<file path="src/rtl/spram_arb.sv">
`default_nettype none
// +----------------------------------------------------------------------------+
// | Module  : spram_arb                                                        |
// | Purpose : Round-robin write/read arbiter and zero-fill sequencer for one   |
// |           single-port block RAM with a 1-cycle registered read.            |
// | Revision: 1.0  initial release                                             |
// +----------------------------------------------------------------------------+
module spram_arb #(
  parameter int ASIZE = 10,
  parameter int DSIZE = 32
) (
  input  logic             I_clk,
  input  logic             I_rst,
  input  logic             I_clr,
  output logic             O_init_done,
  input  logic             I_wr_req,
  input  logic [ASIZE-1:0] I_wr_addr,
  input  logic [DSIZE-1:0] I_wr_data,
  output logic             O_wr_ack,
  input  logic             I_rd_req,
  input  logic [ASIZE-1:0] I_rd_addr,
  output logic             O_rd_ack,
  output logic             O_rd_vld,
  output logic [DSIZE-1:0] O_rd_data,
  output logic [ASIZE-1:0] O_ram_addr,
  output logic [DSIZE-1:0] O_ram_data,
  output logic             O_ram_wr,
  input  logic [DSIZE-1:0] I_ram_data
);

  typedef enum logic [0:0] {
    S_INIT = 1'b0,
    S_RUN  = 1'b1
  } state_t;

  localparam logic             c_LAST_RD   = 1'b0;
  localparam logic             c_LAST_WR   = 1'b1;
  localparam logic [ASIZE-1:0] c_LAST_ADDR = {ASIZE{1'b1}};

  state_t             r_state;
  state_t             w_state_nxt;
  logic [ASIZE-1:0]   r_fill_cnt;
  logic               r_last;
  logic               r_rd_vld;
  logic               w_grant_wr;
  logic               w_grant_rd;
  logic               w_conflict;

  always_ff @(posedge I_clk) begin
    if (I_rst) begin
      r_state <= S_INIT;
    end else begin
      r_state <= w_state_nxt;
    end
  end

  // On conflict the side that did not win last time gets the RAM.
  always_comb begin
    w_state_nxt = r_state;
    w_conflict  = 1'b0;
    w_grant_wr  = 1'b0;
    w_grant_rd  = 1'b0;
    O_ram_wr    = 1'b0;
    O_ram_addr  = I_rd_addr;
    O_ram_data  = I_wr_data;
    case (r_state)
      S_INIT: begin
        O_ram_wr   = 1'b1;
        O_ram_addr = r_fill_cnt;
        O_ram_data = '0;
        if (r_fill_cnt == c_LAST_ADDR) begin
          w_state_nxt = S_RUN;
        end
      end
      S_RUN: begin
        w_conflict = I_wr_req & I_rd_req;
        w_grant_wr = I_wr_req & (~I_rd_req | (r_last == c_LAST_RD));
        w_grant_rd = I_rd_req & (~I_wr_req | (r_last == c_LAST_WR));
        if (w_grant_wr) begin
          O_ram_wr   = 1'b1;
          O_ram_addr = I_wr_addr;
        end
      end
      default: begin
        w_state_nxt = S_INIT;
      end
    endcase
    if (I_clr) begin
      w_state_nxt = S_INIT;
    end
  end

  // Counter wraps to zero as the fill completes, so RUN always holds it at 0.
  always_ff @(posedge I_clk) begin
    if (I_rst) begin
      r_fill_cnt <= '0;
    end else if (I_clr) begin
      r_fill_cnt <= '0;
    end else if (r_state == S_INIT) begin
      r_fill_cnt <= r_fill_cnt + 1'b1;
    end
  end

  always_ff @(posedge I_clk) begin
    if (I_rst) begin
      r_last <= c_LAST_RD;
    end else if (w_conflict) begin
      r_last <= w_grant_wr ? c_LAST_WR : c_LAST_RD;
    end
  end

  // A read acked in the same cycle as I_clr still returns its data.
  always_ff @(posedge I_clk) begin
    if (I_rst) begin
      r_rd_vld <= 1'b0;
    end else begin
      r_rd_vld <= w_grant_rd;
    end
  end

  assign O_init_done = (r_state == S_RUN);
  assign O_wr_ack    = w_grant_wr;
  assign O_rd_ack    = w_grant_rd;
  assign O_rd_vld    = r_rd_vld;
  assign O_rd_data   = I_ram_data;

endmodule
`default_nettype wire
</file>
<file path="config.mk">
export PLATFORM = sky130hd
export DESIGN_NAME = spram_arb
export DESIGN_NICKNAME = d
export VERILOG_FILES = /design/src/rtl/spram_arb.sv
export SDC_FILE = /design/constraint.sdc
export NUM_CORES = 1
export LEC_CHECK = 0
export CAP_MARGIN = 15
export CORE_ASPECT_RATIO = 0.5
export CORE_UTILIZATION = 25
export DETAILED_ROUTE_END_ITERATION = 10
export HOLD_SLACK_MARGIN = 0.08
export PLACE_DENSITY = 0.91
export SLEW_MARGIN = 10
export SYNTH_ARGS = -nofsm -noshare
export SYNTH_HDL_FRONTEND = slang
export SYNTH_SLANG_ARGS = --single-unit
export TNS_END_PERCENT = 1
</file>
<file path="constraint.sdc">
create_clock -name I_clk -period 1.9 [get_ports I_clk]
set_clock_uncertainty 0.1 [all_clocks]
set_input_delay 0.38 -clock I_clk [delete_from_list [all_inputs] [get_ports I_clk]]
set_output_delay 0.38 -clock I_clk [all_outputs]
set_load 0.01 [all_outputs]
</file>
=== Word level (Yosys, flattened, before mapping) ===
Index checks and enable logic that the tools add are counted.
Widths: inputs -> output; s select.

* Add/sub/neg operators: 1
* Eq/ne operators: 1
* Mux-type cells: 11
* Bitwise operators: 9
* Reduce and logical (&&, ||, !) cells: 1

{| class="wikitable"
|+ Operators by type and width
! operator !! count
|-
| $mux 32 || 1
|-
| $pmux 10 s2 || 1
|-
| $add 10x1->10 const B || 1
|-
| $eq 10x10->1 const B || 1
|-
| $mux 10 || 1
|-
| $mux 1 || 7
|-
| $not 1->1 || 4
|-
| $and 1x1->1 || 3
|-
| $or 1x1->1 || 2
|-
| $pmux 1 s2 || 1
|-
| $reduce_or 2->1 || 1
|}

* Register bits after elaboration: 13
* Input bits: 89
* Word-level logic and storage cells: 27

=== Depth between registers and ports, before layout ===
* Depth in word-level cells: 5
* Depth in mapped cells: 4
* Gate-level depth less buffers: 4

=== Worst setup path after synthesis ===
No wires, ideal clock.

* Path type: input to output
* Start point: input I_rd_req
* End point: output O_ram_addr[0]
* Arrival time: 1229 ps
* Required time: 1420 ps
* Path slack: 191 ps
* Stages on the path: 4
* Path buffers: 1
* Cells stage by stage: nand2_1 and3_1 clkbuf_1 a221o_1

* Word-level cells in the longest chain between the ends: 5

{| class="wikitable"
|+ Ends and longest elaborated chain
! element !! RTL line !! source
|-
| from (decl) || 20 || <nowiki>input logic I_rd_req,</nowiki>
|-
| $not 1->1 || 77 || <nowiki>w_grant_wr = I_wr_req & (~I_rd_req | (r_last == c_LAST_RD));</nowiki>
|-
| $or 1x1->1 || 77 ||
|-
| $and 1x1->1 || 77 ||
|-
| $mux 10 || 79 || <nowiki>if (w_grant_wr) begin</nowiki>
|-
| $pmux 10 s2 || 66 || <nowiki>case (r_state)</nowiki>
|-
| to (decl) || 25 || <nowiki>output logic [ASIZE-1:0] O_ram_addr,</nowiki>
|}

No other way between the ends.

=== Final worst setup path ===
* Start point: register r_state (netlist: O_init_done)
* End point: output O_ram_addr[0]

* Word-level cells in the longest chain between the ends: 2

{| class="wikitable"
|+ Ends and longest elaborated chain
! element !! RTL line !! source
|-
| from (decl) || 40 || <nowiki>state_t r_state;</nowiki>
|-
| from (signal assigned) || 53 || <nowiki>r_state <= w_state_nxt;</nowiki>
|-
| $not 1->1 || n/a ||
|-
| $pmux 10 s2 * || 66 ||
|}

Mark *: on every way between the ends. The rest lies on a longest branch, timed or not.

==> metrics.yaml <==
floorplan:
  num_rows: 17
  ios: 168
  fp.dieW_um: 100
  die_h_um: 51.1
  core_area_um2: 4510
  start_util: 0.268
  fp.dieArea_um2: 5130
cells_and_area:
  nets: 330
  final_util: 0.480
  area_delta_synth_final_pct: 79.2
  post-route-cell-area_um2: 2160
  drive_above_1_share: 0.151
  antenna_cells: 0
yosys:
  syn_nets: 246
  synthArstFlopShare: 0
  synth_common_cells: "32 x and2_1, 32 x buf_4, 13 x dfxtp_1"
  yosysTopAreaCellShare: 0.216
  synth_top_flop_cell: "dfxtp_1"
  ys_seq_elements: 13
  yosysTopAreaCell: "dfxtp_1"
  synth_cells: 156
  netlist_area_um2: 1210
  ys_warn_count: 0
  synth_area_leaders: "dfxtp_1 22%, buf_4 20%, and2_1 17%"
  yosysSeqAreaShare: 0.216
  avgSynthCellArea_um2: 7.74
  synth_cell_types: 28
  synth_edf_count: 0
job:
  maxCapViolations: 0
power:
  peakVddDrop_mv: 0.202
  pwr_density_cell_nw_per_um2: 307
  p_leak_nw: 1.08
timing:
  timing.final.crit_period_ps: 1960
  holdWs_ps: 406
  setup_viol: 10
  worst_pin_slew_ps: 278
  max_freq_ghz: 0.511
  slew_headroom: 0.814
  hold_violations: 0
  slew_violations: 0
  rsz0062_at_grt: "true"
  setup_ws_ps: -55.5
  fin_crit_sh: 1.03
setup_path:
  r2r_end: "r_fill_cnt[9]"
  rrSetupSlack_ps: 180
  cp_slowest_cell: "dfxtp_4"
  critical_path_class: "reg -> out"
  critPathLaunchType: "flip-flop"
  reg2regPathDepth: 5
  slowest_delay_ps: 370
  cp_num_buf_inv: 3
  worst-endpoint-arrival_ps: 1480
  path_common_cell: "buf_4"
  required_ps: 1420
  crit_chain: "a21boi_1, buf_4, buf_4, a221o_1, buf_2"
  r2r_start: "O_init_done"
  crit_family: "buffers and inverters"
  cp-startpoint: "O_init_done"
  crit_fanout: 6
  worstSetupEndpointType: "primary output"
global_route:
  antenna_found_initial: 0
  grt_pass1_vias: 1391
  gr-usage-all-layers: 0.180
  grt_pass1_wl_mm: 7.07
  grt_overflow_total: 0
  grt_max_degree: 20
place:
  post-place-ws_ps: -714
  dpl-instance-area_um2: 2120
  portBuffers: 103
  place_congestion: 0.711
  hpwl_mm: 3.60
routing:
  first_iter_violations: 56
  routed_via_density: 4.55
  dr_total_vias: 1389
  drc: 0
  wl_per_cell_um: 15.5
  drtPass1Iterations: 4
  drt-total-wl_mm: 4.73
  ant_nets: 0
min_path:
  min-delay-start: "r_fill_cnt[8]"
  worstHoldPathType: "reg -> reg"
  hold_depth: 2
  hold_path_end: "r_fill_cnt[8]"
clocking:
  cts_root_buffer: "clkbuf_8"
  path_clk_slew_ps: 60
  clk_latency_ps: 240
  cts_tree: "yes"
  cts.sinks: 13
  numCtsBuffers: 3
  htree_levels: 1
  clockBufferDepth: 2
status:
  violations: "negative setup slack"
  status: "complete, but fails checks"
## cells by family (layout without fill, tap and decap cells)
family          count (synthesis)  count (layout)  share of synthesized area
simple gates                   71              71                      0.359
mux                             1               1                    0.00829
compound gates                 23              23                      0.145
xor+xnor                        4               4                     0.0290
fa+ha+maj                       1               1                     0.0104
buf+inv                        43             126                      0.233
flops                          13              13                      0.216
## state kept, by name, indices dropped and copies added, names as in the netlist
name / count
O_init_done: 1
O_rd_vld: 1
r_fill_cnt: 10
r_last: 1
## power breakdown
group	total (mW)	switching [mW]	internal (mW)	leakage [nW]
logic	0.141	0.0323	0.109	0.949
clock network	0.249	0.100	0.148	0.0228
registers	0.275	0.00198	0.273	0.106
## final cells by class
type	count	area, µm²
inverter	3	11.3
sequential	13	265
clock buffer	4	45.0
multi-input combinational	100	673
tap	66	82.6
timing repair buffer	119	1090
fill	426	2350
## how the worst max path moves through the flow
stage                                end  slack [ps]  depth (start not counted)
final                      O_ram_addr[0]         -60                          5
after global routing       O_ram_addr[6]         -90                          5
after CTS                 O_ram_data[12]         -80                          3
after detailed placement   O_ram_addr[4]        -710                          6
after global placement     O_ram_addr[2]        -660                          6
after floorplan            O_ram_addr[0]         190                          4
## tightest hold or removal path: cells and delay by family (launching register included)
| family | cells | cell delay, ps |
|---|---|---|
| compound gates | 2 | 130 |
| flops | 1 | 330 |
## per-stage QoR
step	setup TNS (ps)	cells	total power, mW
6_report	-331	305	0.665
5_1_grt	-657	305	0.690
4_1_cts	-377	304	0.662
3_5_place_dp	-10440	294	0.425
3_3_place_gp	-9490	294	0.420
2_1_floorplan	0	156	0.365
## metal layers
layer	part of all wire	global-route usage	up-vias
met5	0	0	-
met1	0.39	0.201	663
li1	-	-	662
met2	0.53	0.339	42
met3	0.058	0.0424	22
met4	0.026	0.0676	0
## placed cells by master (no fill, tap or decap), drive strengths merged, types with 3 or more instances in the layout
cell | Yosys | final
nor2b | 12 | 12
clkdlybuf4s50 | 0 | 56
nand2 | 5 | 5
or3 | 3 | 3
dlygate4sd2 | 0 | 35
and2 | 32 | 32
clkbuf | 8 | 5
nor2 | 7 | 7
a221o | 10 | 10
buf | 32 | 26
dfxtp | 13 | 13
a21oi | 6 | 6
inv | 3 | 3
o21ai | 3 | 3
## what timing repair did
| item | 4_1_cts | 5_1_grt |
|---|---|---|
| setup buffers | 4 | 1 |
| cloned | 2 | 0 |
| hold buffers | 0 | 0 |
| gates resized for setup | 90 | 5 |
| pin swaps | 7 | 0 |
| setup endpoints to repair | 46 | 13 |
No activity file was read; power rests on OpenSTA's default activity.
